### config.mk
export PLATFORM = sky130hd
export DESIGN_NAME = clock_div_multi
export DESIGN_NICKNAME = d
export VERILOG_FILES = /design/src/rtl/clock_div_multi.sv
export SDC_FILE = /design/constraint.sdc
export NUM_CORES = 1
export LEC_CHECK = 0
export CELL_PAD_IN_SITES_DETAIL_PLACEMENT = 0
export CELL_PAD_IN_SITES_GLOBAL_PLACEMENT = 1
export CORE_MARGIN = 10
export CORE_UTILIZATION = 49
export CTS_BUF_LIST = sky130_fd_sc_hd__clkbuf_8
export CTS_CLUSTER_SIZE = 25
export DETAILED_ROUTE_END_ITERATION = 8
export PLACE_DENSITY = 0.91
export SLEW_MARGIN = 20
export SYNTH_ARGS = -nofsm -noshare
export SYNTH_HDL_FRONTEND = slang
export SYNTH_SLANG_ARGS = --single-unit
### constraint.sdc
create_clock -name clk -period 12.85 [get_ports clk]
set_input_delay 1.285 -clock clk [delete_from_list [all_inputs] [get_ports clk]]
set_output_delay 1.285 -clock clk [all_outputs]
set_load 0.05 [all_outputs]
### src/rtl/clock_div_multi.sv
`default_nettype none
// ============================================================================
// Module   : clock_div_multi
// Brief    : NUM_CH independent programmable clock dividers with tick strobes.
// Revision : 1.0
// ============================================================================
module clock_div_multi #(
  parameter int          NUM_CH         = 2,
  parameter int          CNT_W          = 32,
  parameter int unsigned DEFAULT_PERIOD = 125000000,
  parameter int unsigned DEFAULT_HIGH   = 62500000
) (
  input  logic                    clk,
  input  logic                    rst,
  input  logic [NUM_CH-1:0]       en,
  input  logic [NUM_CH-1:0]       cfg_load,
  input  logic [NUM_CH*CNT_W-1:0] cfg_period,
  input  logic [NUM_CH*CNT_W-1:0] cfg_high,
  output logic [NUM_CH-1:0]       clk_div,
  output logic [NUM_CH-1:0]       tick,
  output logic [NUM_CH-1:0]       busy
);

  localparam logic [CNT_W-1:0] c_DEF_PER  = CNT_W'(DEFAULT_PERIOD);
  localparam logic [CNT_W-1:0] c_DEF_HIGH = CNT_W'(DEFAULT_HIGH);
  localparam logic [CNT_W-1:0] c_MIN_PER  = CNT_W'(2);
  localparam logic [CNT_W-1:0] c_ONE      = CNT_W'(1);

  for (genvar gi = 0; gi < NUM_CH; gi++) begin : g_ch
    logic [CNT_W-1:0] w_raw_per;
    logic [CNT_W-1:0] w_req_per;
    logic [CNT_W-1:0] w_req_high;
    logic [CNT_W-1:0] w_last;
    logic             w_wrap;
    logic             w_apply;

    logic [CNT_W-1:0] r_cnt;
    logic [CNT_W-1:0] r_per;
    logic [CNT_W-1:0] r_high;
    logic [CNT_W-1:0] r_pend_per;
    logic [CNT_W-1:0] r_pend_high;
    logic             r_busy;
    logic             r_clk_div;
    logic             r_tick;

    assign w_raw_per  = cfg_period[gi*CNT_W +: CNT_W];
    assign w_req_per  = (w_raw_per < c_MIN_PER) ? c_MIN_PER : w_raw_per;
    assign w_req_high = cfg_high[gi*CNT_W +: CNT_W];
    assign w_last     = r_per - c_ONE;
    assign w_wrap     = en[gi] && (r_cnt == w_last);
    // New settings only take effect at a period boundary or while stopped.
    assign w_apply    = w_wrap || !en[gi];

    always_ff @(posedge clk or posedge rst) begin
      if (rst) begin
        r_cnt       <= '0;
        r_per       <= c_DEF_PER;
        r_high      <= c_DEF_HIGH;
        r_pend_per  <= c_DEF_PER;
        r_pend_high <= c_DEF_HIGH;
        r_busy      <= 1'b0;
        r_clk_div   <= 1'b0;
        r_tick      <= 1'b0;
      end else begin
        if (en[gi]) begin
          r_clk_div <= (r_cnt < r_high);
          r_tick    <= w_wrap;
          r_cnt     <= w_wrap ? '0 : r_cnt + c_ONE;
        end else begin
          r_clk_div <= 1'b0;
          r_tick    <= 1'b0;
          r_cnt     <= '0;
        end

        if (cfg_load[gi]) begin
          r_pend_per  <= w_req_per;
          r_pend_high <= w_req_high;
          if (w_apply) begin
            r_per  <= w_req_per;
            r_high <= w_req_high;
            r_busy <= 1'b0;
          end else begin
            r_busy <= 1'b1;
          end
        end else if (w_apply) begin
          r_per  <= r_pend_per;
          r_high <= r_pend_high;
          r_busy <= 1'b0;
        end
      end
    end

    assign clk_div[gi] = r_clk_div;
    assign tick[gi]    = r_tick;
    assign busy[gi]    = r_busy;
  end

endmodule
`default_nettype wire

-- Yosys cells after proc, flatten, opt, wreduce, memory -nomap -nowiden
Cells that the tools add are included.
- register bits after elaboration: 326
- bits of input ports: 134
- output and inout bits: 6
- logic and storage cells: 62
- add/subtract/negate cells: 4
- order comparisons: 4
- equality and inequality tests: 2
- mux-type cells: 28
- reductions and logical operators: 8
- operator list (operator ; count):
    32-bit 2-to-1 mux ; 18
    32-bit by 1-bit adder with 32-bit output (second input constant) ; 2
    32-bit equality test ; 2
    32-bit by 2-bit < comparator with 1-bit output (second input constant) ; 2
    32-bit < comparator ; 2
    32-bit by 1-bit subtractor with 32-bit output (second input constant) ; 2
    1-bit 2-to-1 mux ; 10
    2-bit nonzero test ; 2
    1-bit logical AND ; 2
    1-bit logical NOT ; 2
    1-bit logical OR ; 2

-- Logic depth before layout (Yosys ltp)
Gate-level depths: netlist of the first run.
- depth in word-level cells: 6
- mapped depth: 14
- gate-level depth less buffers: 10

-- Worst setup path after synthesis of the first run
OpenSTA, ideal clock, no wires.
- path kind: register to register
- from: reg g_ch[1].r_per[0]
- to: reg g_ch[1].r_high[12]
- setup time: 0.125 ns
- arrival: 3.225 ns
- data required time: 12.725 ns
- path slack: 9.499 ns
- stages on the path, launching flop included: 14
- buffers on the path: 3
- clock period less this slack: 3.351 ns
- cells stage by stage: dfrtp_1 > clkbuf_1 > inv_1 > ha_1 > nor3b_1 > nand4_2 > or3_1 > a32oi_1 > a21oi_1 > or4_1 > o31a_1 > buf_6 > buf_6 > mux2_4
- word-level cells in the longest chain between the ends: 4
- ends and longest elaborated chain (element ; line ; text):
    start: declaration ; 38 ; logic [CNT_W-1:0] r_per;
    start signal: assignment ; 57 ; r_per <= c_DEF_PER;
    start signal: assignment ; 79 ; r_per <= w_req_per;
    start signal: assignment ; 86 ; r_per <= r_pend_per;
    32-bit by 1-bit subtractor with 32-bit output ; 49 ; assign w_last = r_per - c_ONE;
    32-bit equality test ; 50 ; assign w_wrap = en[gi] && (r_cnt == w_last);
    1-bit logical AND ; 50 ;
    1-bit logical OR ; 52 ; assign w_apply = w_wrap || !en[gi];
    end signal: assignment ; 58 ; r_high <= c_DEF_HIGH;
    end signal: assignment ; 80 ; r_high <= w_req_high;
    end signal: assignment ; 87 ; r_high <= r_pend_high;
    end: declaration ; 39 ; logic [CNT_W-1:0] r_high;
No other way between the ends.
A chain may end at the register's enable or synchronous reset.

-- Worst setup path in the final report of the first run
- from: reg g_ch[0].r_per[0]
- to: reg g_ch[0].r_high[18]
- word-level cells in the longest chain between the ends: 4
- ends and longest elaborated chain (element ; line):
    start: declaration ; 38
    start signal: assignment ; 57
    start signal: assignment ; 79
    start signal: assignment ; 86
    32-bit by 1-bit subtractor with 32-bit output ; 49
    32-bit equality test ; 50
    1-bit logical AND ; 50
    1-bit logical OR ; 52
    end signal: assignment ; 58
    end signal: assignment ; 80
    end signal: assignment ; 87
    end: declaration ; 39
No other way between the ends.

==> metrics, run 1 <==
FMAX=0.219 GHz; area of the multi-input gates=just over 0.008 mm2; VDD IR max=around 0.000095 V; #FFs+latches synth=about 330; max cap viols=0; # IOs=140; die area=0.0431 mm2; Root Driver=clkbuf_8; final worst path period share=0.355; area added between synthesis and finish=16.3%; post-route ant nets=0; # resized after CTS=0; worst path arrival time=around 5.1 ns; critical path's top delay family=compound AO/OA/AOI/OAI gates; final number of max-transition violations=0; setup repair bufs after CTS=0; Syn Nets=between 1500 and 2000; # hold bufs at CTS=0; CP Capture Type=flip-flop; number of enable flip-flop cells after synthesis=0; P per Cell Area=between 100 and 150 mW/mm2; worst hold path class=flip-flop to flip-flop; most common cell after layout, fill and taps aside=dfrtp_1; Setup violations, final=0; Worst Path Buf+Inv=2; Die H=208 um; Via Count=approximately 11000; Critical Path Max Stage Delay=0.73 ns; crit path kind=flip-flop to flip-flop; Setup crit start kind=flip-flop; ys async rst share=1.00; placer congestion estimate=about 0.85; worst relative slew slack=0.338; final WL=approximately 39000 um; worst path cell trace=inv_1 -> ha_1 -> nor4b_1 -> nand2_1 -> nor4_1 -> xnor2_1 -> a2111oi_0 -> a41o_4 -> buf_4 -> mux2_2; clk slew on worst S/H paths=~0.070 ns; Tightest Pin Transition=just under 1 ns; Num CTS Buffers=53; number of port buffers=around 140; slowest CP cell=buf_4; initial antenna violation count=2; Layout fillers=between 2000 and 3000; pin count of the biggest net entering global routing=roughly 110; global-route wire length before repair=roughly 65000 um; status=completed; number of global-route vias before repair=about 12000; hold slack=0.492 ns; post-DR wirelength/cell=around 19 um; Mean Syn Cell Area=between 10 and 15 um2; Die Width=around 210 um; Rows=68; Reg area=approximately 0.0083 mm2; top_reg_cell synth=dfrtp_1; share of cells above drive strength 1=0.277; YS warnings=0; Syn Std Cell Area=~0.017 mm2; core area=between 0.03 and 0.04 mm2; Fin. Hold Viols=0; overall power=2600 uW; CTS Sinks=326; Initial Util=0.498; clk_lat worst skew=0.62 ns; register area share after synthesis=0.481; hpwl dp=28000 um; NumNets Final=1794; Period minus WS final=4.56 ns; total gr overflow=0; total track usage=0.180; clk buf depth=3; CP Max Fanout=between 60 and 70; Lkg Pwr=roughly 0.0088 uW; DRT iter0 DRCs=558; CP required=roughly 13 ns; drt drc=0; most frequent cells in the layout=dfrtp_1 (222), mux2_2 (179), clkdlybuf4s50_1 (137); htree depth=2; clock skew=around 0.024 ns; Final TNS setup=0 ns; Pre-antenna DRT Iters=5; CTS tree=done; Vias/cell=5.39; RSZ-0062 raised after global routing=false; synthesized instance count=around 1500; Distinct cells, synth=between 60 and 70
-- per-layer routing --
| metal | track usage | wire [um] | vias to the layer above |
|---|---|---|---|
| li1 | - | - | 5442 |
| met2 | 0.273 | 17300 | 185 |
| met1 | 0.255 | 19200 | 5607 |
| met4 | 0.0442 | 551 | 4 |
| met5 | 0 | 29 | - |
| met3 | 0.0402 | 1660 | 44 |
-- registers in the layout, indices dropped and copies added, names as in the netlist --
register          count
g_ch.r_clk_div        2
g_ch.r_busy           2
g_ch.r_cnt           64
g_ch.r_tick           2
g_ch.r_pend_high     64
g_ch.r_high          64
g_ch.r_per           64
g_ch.r_pend_per      64
-- power by group --
| part | switching (uW) | leakage (uW) | internal, uW |
|---|---|---|---|
| Sequential | 86.3 | 0.00384 | 1160 |
| Combinational | 180 | 0.00435 | 216 |
| Clock | 425 | 0.000650 | 531 |
| Total | 691 | 0.00883 | 1910 |
-- synth_stat cells (5+ instances only) --
master    count  area share
clkbuf_1     30      0.0065
mux2i_1      10      0.0058
nand4_1      30       0.011
nor3_1       36       0.010
nand3_1      39       0.011
and3_1       14      0.0051
mux2_4       64       0.056
dfrtp_1     222        0.32
nor2_1       79       0.017
nand3b_1      6      0.0026
a21o_1       30       0.013
mux2_2      179        0.12
nand2b_1      7      0.0025
nor4b_1       5      0.0025
mux2_1       10      0.0065
buf_4        10      0.0044
dfstp_2     104        0.16
buf_6        12      0.0078
or3_1        10      0.0036
xnor2_1      77       0.039
ha_1         66       0.048
xor2_1       64       0.033
nor2b_1      10      0.0036
and2_1       31       0.011
nor4_1       37       0.013
nor4_2        5      0.0036
a21oi_1      23      0.0067
o31ai_1       5      0.0022
o21ai_0      13      0.0038
inv_1        84       0.018
nand2_1      51       0.011
buf_2        11      0.0032
and4_1        8      0.0041
a211oi_1      9      0.0039
-- stage by stage --
step	instance area, um2	std cells	worst slack (ns)	util
after CTS	20000	2093	8.31	0.579
after detailed placement	18900	1994	8.34	0.546
after global routing	20000	2093	7.84	0.579
after floorplan	17200	1455	2.71	-
after global placement	18900	1994	8.41	0.546
final	20000	2094	8.29	0.579
-- final cells by class --
type / count / share of cell area
diodes: 1 / 0.000125
clock buffers: 67 / 0.0460
clock inverters: 32 / 0.0111
inverters: 84 / 0.0161
multi-input cells: 981 / 0.412
flip-flops and latches: 326 / 0.414
well taps: 455 / 0.0284
repair buffers: 148 / 0.0723
-- worst paths after layout --
| kind | start | end | slack (ns) | cells after the start |
|---|---|---|---|---|
| setup / recovery | g_ch[0].r_per[0]$_DFFE_PP0P_ | g_ch[0].r_high[18]$_DFFE_PP0P_ | 8.29 | 10 |
| hold / removal | g_ch[0].r_pend_per[23]$_DFFE_PP0P_ | g_ch[0].r_pend_per[23]$_DFFE_PP0P_ | 0.49 | 1 |
| setup reg to reg | g_ch[0].r_per[0]$_DFFE_PP0P_ | g_ch[0].r_high[18]$_DFFE_PP0P_ | 8.29 | 10 |
| hold reg to reg | g_ch[0].r_pend_per[23]$_DFFE_PP0P_ | g_ch[0].r_pend_per[23]$_DFFE_PP0P_ | 0.49 | 1 |
| max in group asynchronous | rst | g_ch[1].r_pend_per[4]$_DFFE_PP0P_ | 10.12 | 3 |
| min in group asynchronous | rst | g_ch[0].r_per[2]$_DFFE_PP0P_ | 1.23 | 2 |
-- logic make-up (layout without fill, tap and decap cells) --
kind of cell,after synthesis,after routing,synth area share
XOR/XNOR,141,141,0.0716
flip-flops,326,326,0.481
AND/OR/NAND/NOR,385,385,0.122
buffers and inverters,148,331,0.0404
multiplexers,263,263,0.185
adder cells (fa/ha/maj),66,66,0.0479
AO/OA/AOI/OAI,126,126,0.0518
other,0,1,0
Power figures use the tool's default switching activity.
==> run 2, diff against run 1 <==
- CORE_UTILIZATION: 49 -> 44
- PLACE_DENSITY: 0.91 -> 0.87
- clock period: 12.85 -> 3.9 ns (I/O delays scaled with it)
==> metrics, run 2 (synthesis results as in run 1) <==
status=completed; share of cells above drive strength 1=0.284 (+0.00787); # IOs=140 (unchanged); Pre-antenna DRT Iters=5 (unchanged); Period minus WS final=3.69 ns (-0.874 ns); post-route ant nets=0 (unchanged); CP Capture Type=flip-flop; Tightest Pin Transition=0.833 ns (-0.160 ns); drt drc=0 (unchanged); Placed Cells=2080 (+4.3%); R2R Path End=g_ch[0].r_high[3]$_DFFE_PP0P_; most frequent cells in the layout=dfrtp_1 (222), mux2_2 (179), clkdlybuf4s50_1 (137); worst hold path class=input port to async pin; final WL=38800 um (+0.19%); total gr overflow=0 (unchanged); Non-Filler Instances=2181 (+4.2%); CP endpoint=g_ch[0].r_high[3]$_DFFE_PP0P_; die area=0.0475 mm2 (+10%); crit path kind=flip-flop to flip-flop; P per Cell Area=421 mW/mm2 (+220%); Final TNS setup=0 ns (unchanged); core area=0.0387 mm2 (+12%); worst relative slew slack=0.444 (+0.107); clk_lat worst skew=0.63 ns (about the same); clk slew on worst S/H paths=0.07 ns (about the same); global-route wire length before repair=64700 um (+0.14%); FMAX=0.271 GHz (+24%); Initial Util=0.445 (-0.0528); final worst path period share=0.946 (+0.591); ANT cells=0 (-1); RSZ-0062 raised after global routing=false; slowest CP cell=or4_1; CP Max Fanout=52 (-24%); Lkg Pwr=0.00901 uW (+2.0%); VDD IR max=0.000252 V (+160%); pin count of the biggest net entering global routing=91 (-14%); htree depth=2 (unchanged); NumNets Final=1818 (+1.3%); CP dominant cell by count=nand2_1; total track usage=0.166 (-0.0136); Rows=72 (+5.9%); Die H=218 um (+5.0%); hold slack=0.279 ns (-0.213 ns); fin area=0.0204 mm2 (+1.8%); Num CTS Buffers=54 (+1.9%); clock skew=0.0333 ns (+0.00898 ns); Area after DPL=0.0193 mm2 (+1.9%); worst r2r src=g_ch[0].r_per[0]$_DFFE_PP0P_; number of global-route vias before repair=12100 (+1.7%); number of port buffers=139 (unchanged); placer congestion estimate=0.870 (+2.1%); worst path arrival time=4.17 ns (-0.88 ns); R2R Setup Slk=0.21 ns (-8.08 ns); Layout fillers=3396 (+18%); Vias/cell=5.24 (-2.8%); worst path cell trace=inv_1 -> ha_1 -> nor4b_1 -> nand2_1 -> or4_1 -> or3b_1 -> nand2_1 -> and4_1 -> a41o_4 -> buf_12 -> mux2_2; post-DR wirelength/cell=17.8 um (-3.8%); initial antenna violation count=3 (+1); Fin. Hold Viols=0 (unchanged); overall power=8590 uW (+230%); CTS Sinks=326 (unchanged); CP required=4.38 ns (-8.95 ns); Root Driver=clkbuf_8; Setup crit start kind=flip-flop; Critical path origin=g_ch[0].r_per[0]$_DFFE_PP0P_; Setup violations, final=0 (unchanged); Critical Path Max Stage Delay=0.49 ns (-0.24 ns); CTS tree=done; DRT iter0 DRCs=756 (+35%); R2R cell count=11 (+1); most common cell after layout, fill and taps aside=dfrtp_1; Via Count=11400 (+1.2%); area added between synthesis and finish=18.3%; Die Width=218 um (+5.0%); hpwl dp=28500 um (+1.9%); clk buf depth=3 (unchanged); max cap viols=0 (unchanged); final number of max-transition violations=0 (unchanged); # hold bufs at CTS=0 (unchanged)
==> run 2: cell types whose count changed in the layout (fill, tap and decap cells not counted), sizes merged <==
cell and change:
inv +5, diode -1, clkinvlp -1, buf +23, clkinv -2
==> run 2: cell type report <==
class / count / area [um2] / area share
Timing Repair Buffer: 171 / 1730 / 0.0850
Clock inverter: 34 / 219 / 0.0107
Sequential cell: 326 / 8290 / 0.406
Multi-Input combinational cell: 981 / 8270 / 0.405
Clock buffer: 67 / 922 / 0.0452
Inverter: 84 / 319 / 0.0156
Tap cell: 518 / 648 / 0.0318
==> run 2: routing by layer <==
metal | routed length, um | GRT usage | up-vias
met1 | 18800 | 0.234 | 5662
met3 | 1870 | 0.0363 | 68
met2 | 17300 | 0.253 | 196
met4 | 789 | 0.0449 | 6
met5 | 33 | 0 | -
li1 | - | - | 5487
==> run 2: worst min path at each step <==
stage                                  startpoint                                  end
2_1_floorplan      g_ch[0].r_high[12]$_DFFE_PP0P_       g_ch[0].r_high[12]$_DFFE_PP0P_
3_3_place_gp       g_ch[0].r_high[14]$_DFFE_PP0P_       g_ch[0].r_high[14]$_DFFE_PP0P_
3_5_place_dp   g_ch[0].r_pend_per[23]$_DFFE_PP0P_   g_ch[0].r_pend_per[23]$_DFFE_PP0P_
4_1_cts                                       rst  g_ch[1].r_pend_high[30]$_DFFE_PP0P_
5_1_grt                                       rst  g_ch[1].r_pend_high[30]$_DFFE_PP0P_
6_report                                      rst  g_ch[1].r_pend_high[30]$_DFFE_PP0P_
==> run 2: where the power goes <==
| part | internal (uW) | total (uW) | switching [uW] |
|---|---|---|---|
| combinational | 744 | 1360 | 618 |
| sequential | 3820 | 4100 | 273 |
| clock | 1750 | 3130 | 1380 |
| total | 6310 | 8590 | 2270 |
==> run 2: critical path: cells and delay by family, from the launching register on <==
family / cells / cell delay (ns)
fa+ha+maj: 1 / 0.25
simple gates: 6 / 1.86
compound gates: 1 / 0.26
flops: 1 / 0.45
buf+inv: 2 / 0.35
mux: 1 / 0.37
==> run 2: stage by stage <==
stage               utilization  setup WS [ns]
detailed placement        0.497          0.257
global route              0.527        0.00202
global placement          0.497          0.323
finish                    0.527          0.211
CTS                       0.527          0.225
floorplan                     -         -0.756
==> run 2: timing repair <==
item	in CTS	in global routing
buffers inserted	0	0
endpoints found under the setup margin	0	34
resized for setup	0	1
==> run 3, diff against run 2 <==
- CORE_UTILIZATION: 44 -> 53
- PLACE_DENSITY: 0.87 -> 0.88
- clock period: 3.9 -> 4.65 ns (I/O delays scaled with it)
==> metrics, run 3 (synthesis results as in run 1) <==
status=completed; Clk network pwr share=0.370 (+0.006); CP Max Fanout=48 (-7.7%); setup repair bufs after CTS=0 (unchanged); worst hold path class=input port to async pin; Sw Share=0.262 (-0.00294); initial antenna violation count=1 (-2); # IOs=140 (unchanged); clock skew=0.0196 ns (-0.0138 ns); Worst Path Buf+Inv=2 (unchanged); worst path cell trace=inv_1 -> ha_1 -> nor4b_1 -> nand2_1 -> nor4_1 -> xnor2_1 -> a2111oi_0 -> a41o_4 -> buf_12 -> mux2_2; Vias/cell=5.44 (+3.8%); post-route ant nets=0 (unchanged); clk slew on worst S/H paths=0.06 ns (about the same); Num CTS Buffers=54 (unchanged); ANT cells=0 (unchanged); core area=0.0318 mm2 (-18%); total track usage=0.187 (+0.0208); clk_lat worst skew=0.58 ns (-0.05 ns); CP Capture Type=flip-flop; dpl ws=0.820 ns (+0.563 ns); max cap viols=0 (unchanged); # resized after CTS=0 (unchanged); Pre-antenna DRT Iters=5 (unchanged); Critical Path Max Stage Delay=0.63 ns (+0.14 ns); P per Cell Area=358 mW/mm2 (-15%); R2R Setup Slk=0.77 ns (+0.56 ns); Tightest Pin Transition=0.925 ns (+0.0912 ns); CP required=5.11 ns (+0.73 ns); Comb pwr share=0.152 (-0.007); Cell Int Power=5330 uW (-15%); Setup crit start kind=flip-flop; post-DR wirelength/cell=18.1 um (+1.5%); hpwl dp=27600 um (-3.4%); net switching power=1890 uW (-17%); htree depth=2 (unchanged); Period minus WS final=3.88 ns (+0.188 ns); crit path kind=flip-flop to flip-flop; Final WS setup=0.774 ns (+0.562 ns); worst relative slew slack=0.382 (-0.0621); worst path arrival time=4.33 ns (+0.16 ns); Root Driver=clkbuf_8; number of port buffers=139 (unchanged); most common cell after layout, fill and taps aside=dfrtp_1; Lkg Pwr=0.00891 uW (-1.1%); CTS Sinks=326 (unchanged); CTS tree=done; critical path's top delay family=simple AND/OR/NAND/NOR gates; number of global-route vias before repair=11800 (-2.7%); pin count of the biggest net entering global routing=111 (+22%); placer congestion estimate=0.852 (-2.1%); FMAX=0.258 GHz (-4.8%); NumNets Final=1802 (-0.88%); final number of max-transition violations=0 (unchanged); global-route wire length before repair=63000 um (-2.5%); clk buf depth=3 (unchanged); final worst path period share=0.834 (-0.112); Via Count=11300 (-0.93%); Rows=65 (-9.7%); Setup violations, final=0 (unchanged); die area=0.0401 mm2 (-15%); share of cells above drive strength 1=0.280 (-0.00435); Initial Util=0.542 (+0.0971); final WL=37600 um (-3.2%); area added between synthesis and finish=17.0%; DRT iter0 DRCs=717 (-5.2%); Die H=200 um (-8.1%); Die Width=200 um (-8.1%); slowest CP cell=a2111oi_0; VDD IR max=0.000189 V (-25%); RSZ-0062 raised after global routing=false; most frequent cells in the layout=dfrtp_1 (222), mux2_2 (179), clkdlybuf4s50_1 (137); total gr overflow=0 (unchanged); # hold bufs at CTS=0 (unchanged); Final Util=0.634 (+0.108); Fin. Hold Viols=0 (unchanged); drt drc=0 (unchanged); register share of total power=0.478 (about the same)
==> run 3: layout make-up <==
| type | count | area, um2 |
|---|---|---|
| fillers | 2534 | 11600 |
| flip-flops and latches | 326 | 8290 |
| multi-input cells | 981 | 8270 |
| repair buffers | 155 | 1580 |
| clock buffers | 74 | 1020 |
| well taps | 435 | 544 |
| inverters | 84 | 319 |
| clock inverters | 26 | 161 |
==> run 3: worst reg2reg max path: stages (launching register included) <==
cell       delay [ns]
dfrtp_1          0.45
inv_1            0.09
ha_1             0.26
nor4b_1          0.52
nand2_1          0.32
nor4_1           0.37
xnor2_1          0.13
a2111oi_0        0.63
a41o_4           0.36
buf_12           0.26
mux2_2           0.39
==> run 3: power groups by stage <==
stage               sequential (uW)  combinational, uW  clock, uW
floorplan                      3390                842          0
global placement               3490               1070          0
detailed placement             3500               1100          0
CTS                            3450               1110       2750
global route                   3490               1220       2880
finish                         3450               1100       2680
==> run 3: through the flow <==
stage	power [uW]	hold WS [ns]	cell area (um2)	TNS, ns	cells
2_1_floorplan	4230	0.458	17200	-17.94	1455
3_3_place_gp	4560	0.474	19000	0	1981
3_5_place_dp	4600	0.480	19000	0	1981
4_1_cts	7310	0.435	20200	0	2081
5_1_grt	7590	0.461	20200	0	2081
6_report	7230	0.453	20200	0	2081
==> run 3: metal layers <==
metal	GRT usage	wire [um]	vias to the layer above
li1	-	-	5448
met2	0.275	16400	204
met1	0.278	18800	5604
met5	0	0	-
met3	0.0377	1760	57
met4	0.0435	658	0
==> run 3: worst paths after layout <==
path,start,end,depth (start not counted)
max in group asynchronous,rst,g_ch[0].r_cnt[21]$_DFF_PP0_,3
hold reg to reg,g_ch[0].r_high[12]$_DFFE_PP0P_,g_ch[0].r_high[12]$_DFFE_PP0P_,1
setup reg to reg,g_ch[0].r_per[0]$_DFFE_PP0P_,g_ch[0].r_high[28]$_DFFE_PP0P_,10
setup / recovery,g_ch[0].r_per[0]$_DFFE_PP0P_,g_ch[0].r_high[28]$_DFFE_PP0P_,10
min in group clk,cfg_period[32],g_ch[1].r_pend_per[0]$_DFFE_PP0P_,3
hold / removal,rst,g_ch[0].r_pend_per[5]$_DFFE_PP0P_,2
